==> src/rtl/pipe_hazard_ctrl.sv <==
// -----------------------------------------------------------------------------
// pipe_hazard_ctrl
// Hazard / stall / flush controller for a classic 5-stage pipeline.
// Decides, each cycle, whether the front of the pipe freezes, whether IF/ID is
// flushed, whether a bubble is injected into ID/EX and whether the back end
// (EX/MEM, MEM/WB) holds while a data-memory access is outstanding.
//
// Parameters
//   FORWARD_EN : 1 = forwarding unit present, only an EX-stage load hazards
//                0 = any pending EX/MEM write to a source register hazards
//   FLUSH_CYC  : IF/ID flush cycles per taken branch (1..3)
//
// Ports
//   clk, rst                 clock, async active-low reset (sync release)
//   id_src1/id_src2/id_two_src   ID-stage source operands
//   ex_dest/ex_mem_read/ex_wb_en EX-stage destination info
//   mem_dest/mem_wb_en           MEM-stage destination info
//   branch_taken                 taken branch / jump resolved this cycle
//   dmem_req/dmem_ready          MEM-stage data access and its completion
//   imem_ready                   instruction fetch data valid
//   pc_freeze .. ex_mem_freeze   combinational pipeline controls
//   state                        FSM state (RUN=0, DWAIT=1, FLUSH=2)
//   stall_cnt/flush_cnt          saturating performance counters
// -----------------------------------------------------------------------------
module pipe_hazard_ctrl #(
   parameter int FORWARD_EN = 1,
   parameter int FLUSH_CYC  = 1
) (
   input  logic        clk,
   input  logic        rst,
   input  logic [4:0]  id_src1,
   input  logic [4:0]  id_src2,
   input  logic        id_two_src,
   input  logic [4:0]  ex_dest,
   input  logic        ex_mem_read,
   input  logic        ex_wb_en,
   input  logic [4:0]  mem_dest,
   input  logic        mem_wb_en,
   input  logic        branch_taken,
   input  logic        dmem_req,
   input  logic        dmem_ready,
   input  logic        imem_ready,
   output logic        pc_freeze,
   output logic        if_id_freeze,
   output logic        if_id_flush,
   output logic        id_ex_bubble,
   output logic        ex_mem_freeze,
   output logic [1:0]  state,
   output logic [15:0] stall_cnt,
   output logic [15:0] flush_cnt
);

   typedef enum logic [1:0] {
      ST_RUN   = 2'd0,
      ST_DWAIT = 2'd1,
      ST_FLUSH = 2'd2
   } state_e;

   // Remaining flush cycles after the first one, loaded on every taken branch.
   localparam logic [1:0] FLUSH_RELOAD = 2'(FLUSH_CYC - 1);

   state_e      state_q, state_d;
   logic [1:0]  fcnt_q, fcnt_d;
   logic [15:0] stall_cnt_q, stall_cnt_d;
   logic [15:0] flush_cnt_q, flush_cnt_d;
   logic        flush_inc_s;
   logic        ex_match_s;
   logic        mem_match_s;
   logic        hazard_s;

   // Operand matches against EX/MEM destinations; register 0 never hazards.
   always_comb begin
      ex_match_s  = (ex_dest != 5'd0) &&
                    ((ex_dest == id_src1) || (id_two_src && (ex_dest == id_src2)));
      mem_match_s = (mem_dest != 5'd0) &&
                    ((mem_dest == id_src1) || (id_two_src && (mem_dest == id_src2)));
      if (FORWARD_EN != 0) begin
         hazard_s = ex_mem_read && ex_match_s;
      end else begin
         // Without forwarding every in-flight write to a source must retire first.
         hazard_s = (ex_mem_read && ex_match_s) || (ex_wb_en && ex_match_s) ||
                    (mem_wb_en && mem_match_s);
      end
   end

   // Next-state and control outputs; outputs forced low while reset is held.
   always_comb begin
      state_d       = state_q;
      fcnt_d        = fcnt_q;
      pc_freeze     = 1'b0;
      if_id_freeze  = 1'b0;
      if_id_flush   = 1'b0;
      id_ex_bubble  = 1'b0;
      ex_mem_freeze = 1'b0;
      flush_inc_s   = 1'b0;
      if (rst) begin
         case (state_q)
            ST_RUN: begin
               // Priority: dmem stall > branch > data hazard > imem miss.
               if (dmem_req && !dmem_ready) begin
                  pc_freeze     = 1'b1;
                  if_id_freeze  = 1'b1;
                  id_ex_bubble  = 1'b1;
                  ex_mem_freeze = 1'b1;
                  state_d       = ST_DWAIT;
               end else if (branch_taken) begin
                  if_id_flush  = 1'b1;
                  id_ex_bubble = 1'b1;
                  flush_inc_s  = 1'b1;
                  if (FLUSH_CYC > 1) begin
                     state_d = ST_FLUSH;
                     fcnt_d  = FLUSH_RELOAD;
                  end else begin
                     state_d = ST_RUN;
                     fcnt_d  = 2'd0;
                  end
               end else if (hazard_s) begin
                  pc_freeze    = 1'b1;
                  if_id_freeze = 1'b1;
                  id_ex_bubble = 1'b1;
               end else if (!imem_ready) begin
                  pc_freeze   = 1'b1;
                  if_id_flush = 1'b1;
               end else begin
                  state_d = ST_RUN;
               end
            end
            ST_DWAIT: begin
               // Branches are ignored here; they are re-presented once back in RUN.
               if (!dmem_ready) begin
                  pc_freeze     = 1'b1;
                  if_id_freeze  = 1'b1;
                  id_ex_bubble  = 1'b1;
                  ex_mem_freeze = 1'b1;
               end else begin
                  state_d = ST_RUN;
               end
            end
            ST_FLUSH: begin
               if_id_flush = 1'b1;
               if (branch_taken) begin
                  fcnt_d      = FLUSH_RELOAD;
                  flush_inc_s = 1'b1;
               end else if (fcnt_q <= 2'd1) begin
                  state_d = ST_RUN;
                  fcnt_d  = 2'd0;
               end else begin
                  fcnt_d = fcnt_q - 2'd1;
               end
            end
            default: begin
               // Encoding 3 is unreachable; recover to RUN.
               state_d = ST_RUN;
               fcnt_d  = 2'd0;
            end
         endcase
      end else begin
         state_d = ST_RUN;
         fcnt_d  = 2'd0;
      end
   end

   // Saturating performance counters.
   always_comb begin
      stall_cnt_d = stall_cnt_q;
      flush_cnt_d = flush_cnt_q;
      if (pc_freeze && (stall_cnt_q != 16'hFFFF)) begin
         stall_cnt_d = stall_cnt_q + 16'd1;
      end else begin
         stall_cnt_d = stall_cnt_q;
      end
      if (flush_inc_s && (flush_cnt_q != 16'hFFFF)) begin
         flush_cnt_d = flush_cnt_q + 16'd1;
      end else begin
         flush_cnt_d = flush_cnt_q;
      end
   end

   // State, flush counter and performance counter registers.
   always_ff @(posedge clk or negedge rst) begin
      if (!rst) begin
         state_q     <= ST_RUN;
         fcnt_q      <= 2'd0;
         stall_cnt_q <= 16'd0;
         flush_cnt_q <= 16'd0;
      end else begin
         state_q     <= state_d;
         fcnt_q      <= fcnt_d;
         stall_cnt_q <= stall_cnt_d;
         flush_cnt_q <= flush_cnt_d;
      end
   end

   assign state     = state_q;
   assign stall_cnt = stall_cnt_q;
   assign flush_cnt = flush_cnt_q;

endmodule

==> config.mk <==
export PLATFORM = sky130hd
export DESIGN_NAME = pipe_hazard_ctrl
export DESIGN_NICKNAME = d
export VERILOG_FILES = /design/src/rtl/pipe_hazard_ctrl.sv
export SDC_FILE = /design/constraint.sdc
export NUM_CORES = 1
export LEC_CHECK = 0
export ABC_AREA = 1
export CAP_MARGIN = 25
export CORE_ASPECT_RATIO = 1.4
export CORE_MARGIN = 2
export CORE_UTILIZATION = 51
export DETAILED_ROUTE_END_ITERATION = 8
export GPL_ROUTABILITY_DRIVEN = 1
export PLACE_DENSITY = 0.95
export SYNTH_ARGS = -nofsm -noshare
export SYNTH_HDL_FRONTEND = slang
export SYNTH_SLANG_ARGS = --single-unit
export TNS_END_PERCENT = 5
==> constraint.sdc <==
create_clock -name clk -period 2.9 [get_ports clk]
set_input_delay 0.435 -clock clk [delete_from_list [all_inputs] [get_ports clk]]
set_output_delay 0.435 -clock clk [all_outputs]
set_load 0.05 [all_outputs]
=== Word-level counts from Yosys, hierarchy flattened ===
Cells that the tools add are included.

* Add/subtract/negate cells: 3
* Multiply operators: 0
* Divide/modulo/power cells: 0
* Magnitude comparators: 1
* Equal/unequal tests: 14
* Shift-type cells: 0
* Mux-type cells: 43
* Bitwise operators: 0
* Reduce and logical (&&, ||, !) cells: 12

{| class="wikitable"
|+ Operators by type and width
! operator !! number
|-
| 16-bit by 1-bit adder with 16-bit output (second input constant) || 2
|-
| 16-bit != test (second input constant) || 2
|-
| 2-bit 2-to-1 mux || 13
|-
| 1-bit 2-to-1 mux || 22
|-
| 3-bit != test (second input constant) || 5
|-
| 1-bit case mux with 2 select lines || 6
|-
| 2-bit case mux with 3 select lines || 2
|-
| 5-bit equality test || 2
|-
| 5-bit != test (second input constant) || 2
|-
| 1-bit logical AND || 6
|-
| 5-bit AND reduction || 1
|-
| 5-bit nonzero test || 1
|-
| 3-bit AND reduction || 1
|-
| 2-bit by 1-bit equality test with 1-bit output (second input constant) || 1
|-
| 2-bit equality test (second input constant) || 1
|-
| 2-bit by 1-bit <= comparator with 1-bit output (second input constant) || 1
|-
| 2-bit zero test || 1
|-
| 2-bit != test (second input constant) || 1
|-
| 2-bit by 1-bit subtractor with 2-bit output (second input constant) || 1
|-
| 1-bit zero test || 1
|-
| 1-bit logical OR || 1
|}

* Register bits: 36
* Latch bits: 0
* Memory bits (writable): 0
* ROM bits: 0
* Input bits: 30
* Output and inout bits: 39
* Logic and storage cells: 77
* Memories kept: 0

=== Longest topological paths before layout ===
* Depth in word-level cells: 11
* Gate-level depth with buffers: 12
* Mapped depth without buffers: 11

=== Least setup slack after synthesis ===
OpenSTA, ideal clock, no wires.

* Path type: register -> output
* Start point: register state_q[0] (netlist: state[0])
* End point: output port pc_freeze
* Arrival: 2.236 ns
* Data required time: 2.465 ns
* Slack: 0.229 ns
* Stages on the path, launching flop included: 6
* Buffers on the path: 1
* Path through: dfrtp_1 nor2_1 nor2_1 inv_1 nand3_4 buf_2

* Longest elaborated chain between the ends: 3
* Elaborated cells on any way between the ends: 4
* Those cells by class: eq/ne (1); mux (2); reduce/logical (1)

{| class="wikitable"
|+ RTL lines
! element !! RTL line !! RTL
|-
| from (decl) || 62 || <nowiki>state_e state_q, state_d;</nowiki>
|-
| from (signal assigned) || 187 || <nowiki>state_q <= state_d;</nowiki>
|-
| 2-bit by 1-bit equality test with 1-bit output or 2-bit zero test (tied branches) || 97 || <nowiki>case (state_q)</nowiki>
|-
| 1-bit case mux with 2 select lines * || 97 ||
|-
| 1-bit 2-to-1 mux * || 96 || <nowiki>if (rst) begin</nowiki>
|-
| to (decl) || 43 || <nowiki>output logic pc_freeze,</nowiki>
|}

Mark *: on every way between the ends. The rest lies on a longest branch, timed or not.

=== Final worst setup path ===
* Start point: input port dmem_req
* End point: output port pc_freeze

* Longest elaborated chain between the ends: 4

{| class="wikitable"
|+ RTL lines
! element !! RTL line !! RTL
|-
| from (decl) || 40 || <nowiki>input logic dmem_req,</nowiki>
|-
| 1-bit logical AND || 100 || <nowiki>if (dmem_req && !dmem_ready) begin</nowiki>
|-
| 1-bit 2-to-1 mux || 100 ||
|-
| 1-bit case mux with 2 select lines || 97 ||
|-
| 1-bit 2-to-1 mux || 96 ||
|}

Every way passes these cells.

==> results.tsv <==
stage	metric	value	unit
timing	Fin. Hold Viols	0	
setup_path	reg2reg path depth	8	
clock_network	clk_lat worst skew	0.28	ns
floorplan	Starting Density	0.531	
setup_path	CP arrival	2.08	ns
final_layout	Multi-input gate area	1220	sq um
setup_path	CP Class	in -> out	
timing	Fin Hold WS	0.521	ns
global_route	Tot GR Track Use	0.235	
timing	worst setup margin	0.388	ns
final_layout	layout cells sized above 1	0.0643	
setup_path	Critical Path RT	2.47	ns
clock_network	CTS resizes	0	
clock_network	clock sinks	33	
timing	Clock Skew	0.0114	ns
setup_path	r2r endpoint	flush_cnt[8]	
clock_network	clock root buffer	clkbuf_8	
final_layout	P&R area growth vs syn	33.9	%
logic_synthesis	Post-Syn Nets	342	
final_layout	Final Non-Filler Cells	418	
clock_network	hold buffer count at CTS	0	
final_layout	Layout Nets	405	
routing	routed wire length per instance	13.1	um
logic_synthesis	#FFs+latches synth	33	
logic_synthesis	Syn Inst Count	310	
timing	max frequency	0.398	GHz
logic_synthesis	syn_area_per_cell	7.20	sq um
routing	initial drt markers	96	
final_layout	number of diodes	0	
global_route	number of global-route vias before repair	2090	
setup_path	Slowest cell on crit path	clkdlybuf4s50_1	
routing	first-pass detailed-route iteration total	5	
placement	Port Buffers	60	
final_layout	most common cell after layout, fill and taps aside	nand2_1	
placement	RD Place Congestion	0.999	
final_layout	most frequent cells in the layout	nand2_1, clkdlybuf4s50_1, inv_1	
timing	RSZ-0062 raised after global routing	no	
setup_path	reg2reg setup slack	0.98	ns
setup_path	CP Cell Sequence	clkdlybuf4s50_1 -> inv_1 -> nor2_1 -> nor2_1 -> nor2_1 -> inv_1 -> nand3_4 -> buf_12	
logic_synthesis	ys async rst share	1.00	
floorplan	Die Ht	82.3	um
timing	final setup fails	0	
placement	detailed placer's ending HPWL	4.20	mm
global_route	first-pass GRT wire length	8.92	mm
timing	Slew @ Worst Pin	0.509	ns
floorplan	Chip Width	59.9	um
clock_network	Post-CTS Setup Bufs	0	
logic_synthesis	Syn Std Cell Area	2230	sq um
clock_network	CTS tree	built	
power_and_ir_drop	PD cells	553	nW/um^2
routing	Post-Route WL	5.48	mm
setup_path	CP most frequent cell	nor2_1	
timing	worst rel slew slack	0.659	
routing	DR vias	2198	
routing	post-route antenna net violation count	0	
setup_path	worst reg2reg path startpoint	state[0]	
timing	Final Cycle Share	0.866	
final_layout	fill cell count	346	
floorplan	die area	4930	sq um
timing	Slew Limit Fails	0	
power_and_ir_drop	Pleak	1.44	nW
power_and_ir_drop	peak supply drop	525	uV
placement	dpl cells	411	
logic_synthesis	synth unique cells	28	
worst_hold_path	Min-Delay Startpoint	flush_cnt[12]	
clock_network	TritonCTS Buffers	5	
timing	Fin Setup TNS	0	ns
global_route	pin count of the biggest net entering global routing	34	
logic_synthesis	register area share after synthesis	0.370	
floorplan	core footprint	4200	sq um
setup_path	crit path launch type	input port	
setup_path	Worst Path Max Fanout	18	
clock_network	CTS clk-pin slew, worst paths	0.06	ns
worst_hold_path	Hold Path Class	reg -> reg	
final_layout	FF/Latch Area	826	sq um
setup_path	CP Capture Type	output pin	
clock_network	clock buffer depth	2	
routing	Vias/cell	5.26	
worst_hold_path	Min-Delay Endpoint	flush_cnt[12]	
run_status	status	finished clean	
floorplan	Top Ports	69	
global_route	gr ovfl total	0	
run	maxcap violations	0	
worst_hold_path	WHS Path Cells	1	
clock_network	H-tree Lvls	2	
floorplan	row count	28	
setup_path	Crit path largest cell delay	0.45	ns
logic_synthesis	Post-synth top flop	dfrtp_1	
global_route	initial antenna violation count	0	
logic_synthesis	yosys warns	0	
logic_synthesis	Post-synth EDFFs	0	
placement	Setup WS pre-CTS	0.400	ns
timing	crit path time final	2.51	ns
routing	final routed DRC violation total	0	
layout make-up:
type                    instances  area share
well taps                      45      0.0189
inverters                      38      0.0478
clock buffers                   7      0.0289
multi-input cells             234       0.408
repair buffers                 61       0.220
flip-flops and latches         33       0.276
how the worst max path moves through the flow:
stage	cells after the start	endpoint	startpoint
after global placement	8	pc_freeze	dmem_req
final	8	pc_freeze	dmem_req
after detailed placement	8	pc_freeze	dmem_req
after global routing	8	pc_freeze	dmem_req
after CTS	8	pc_freeze	dmem_req
after floorplan	5	pc_freeze	state[0]
cell usage after synthesis, types with 2 or more instances:
cell type  count  area (sq um)
nor3_1        13          65.1
nor4_1         2          12.5
xor2_1        18           158
nand2_2        4          25.0
o21ai_0        2          10.0
nand4_1        6          37.5
dfrtp_1       33           826
ha_1           2          25.0
nand3_1       32           160
nor2_1        28           105
nand2_1      104           390
nand3_4        2          35.0
buf_2          2          10.0
xnor2_1       10          87.6
buf_4          2          15.0
inv_1         38           143
report_power, final:
| group | leakage [nW] | switching [W] | internal [W] |
|---|---|---|---|
| clock network | 0.0443 | 0.000160 | 0.000188 |
| logic | 0.953 | 0.000440 | 0.000238 |
| registers | 0.442 | 0.0000983 | 0.000526 |
| total | 1.44 | 0.000698 | 0.000952 |
logic make-up after synthesis:
| group | after synthesis | synth area share |
|---|---|---|
| buffers and inverters | 43 | 0.0841 |
| flip-flops | 33 | 0.370 |
| AO/OA/AOI/OAI | 5 | 0.0129 |
| other | 1 | 0.00168 |
| AND/OR/NAND/NOR | 198 | 0.410 |
| XOR/XNOR | 28 | 0.110 |
| adder cells (fa/ha/maj) | 2 | 0.0112 |
metrics by stage:
stage	util	power [W]	area [sq um]
6_report	0.710	0.00165	2990
5_1_grt	0.710	0.00173	2990
4_1_cts	0.710	0.00166	2990
3_5_place_dp	0.690	0.00131	2900
3_3_place_gp	0.690	0.00129	2900
2_1_floorplan	-	0.00106	2230
flip-flops by register name, summed over array words and instances, names as in the netlist:
name       flops
stall_cnt     16
state          1
flush_cnt     16
worst max-delay path: cells and delay by family:
| kind | cells | cell delay (ns) |
|---|---|---|
| and+or+nand+nor | 4 | 0.82 |
| buffers and inverters | 4 | 0.81 |
layer usage:
layer	vias to the layer above	GRT usage	wire, um
met2	64	0.449	3100
li1	1098	-	-
met4	0	0.104	65
met5	-	0	0
met3	9	0.0405	221
met1	1027	0.241	2090
(Power assumes the default switching activity.)
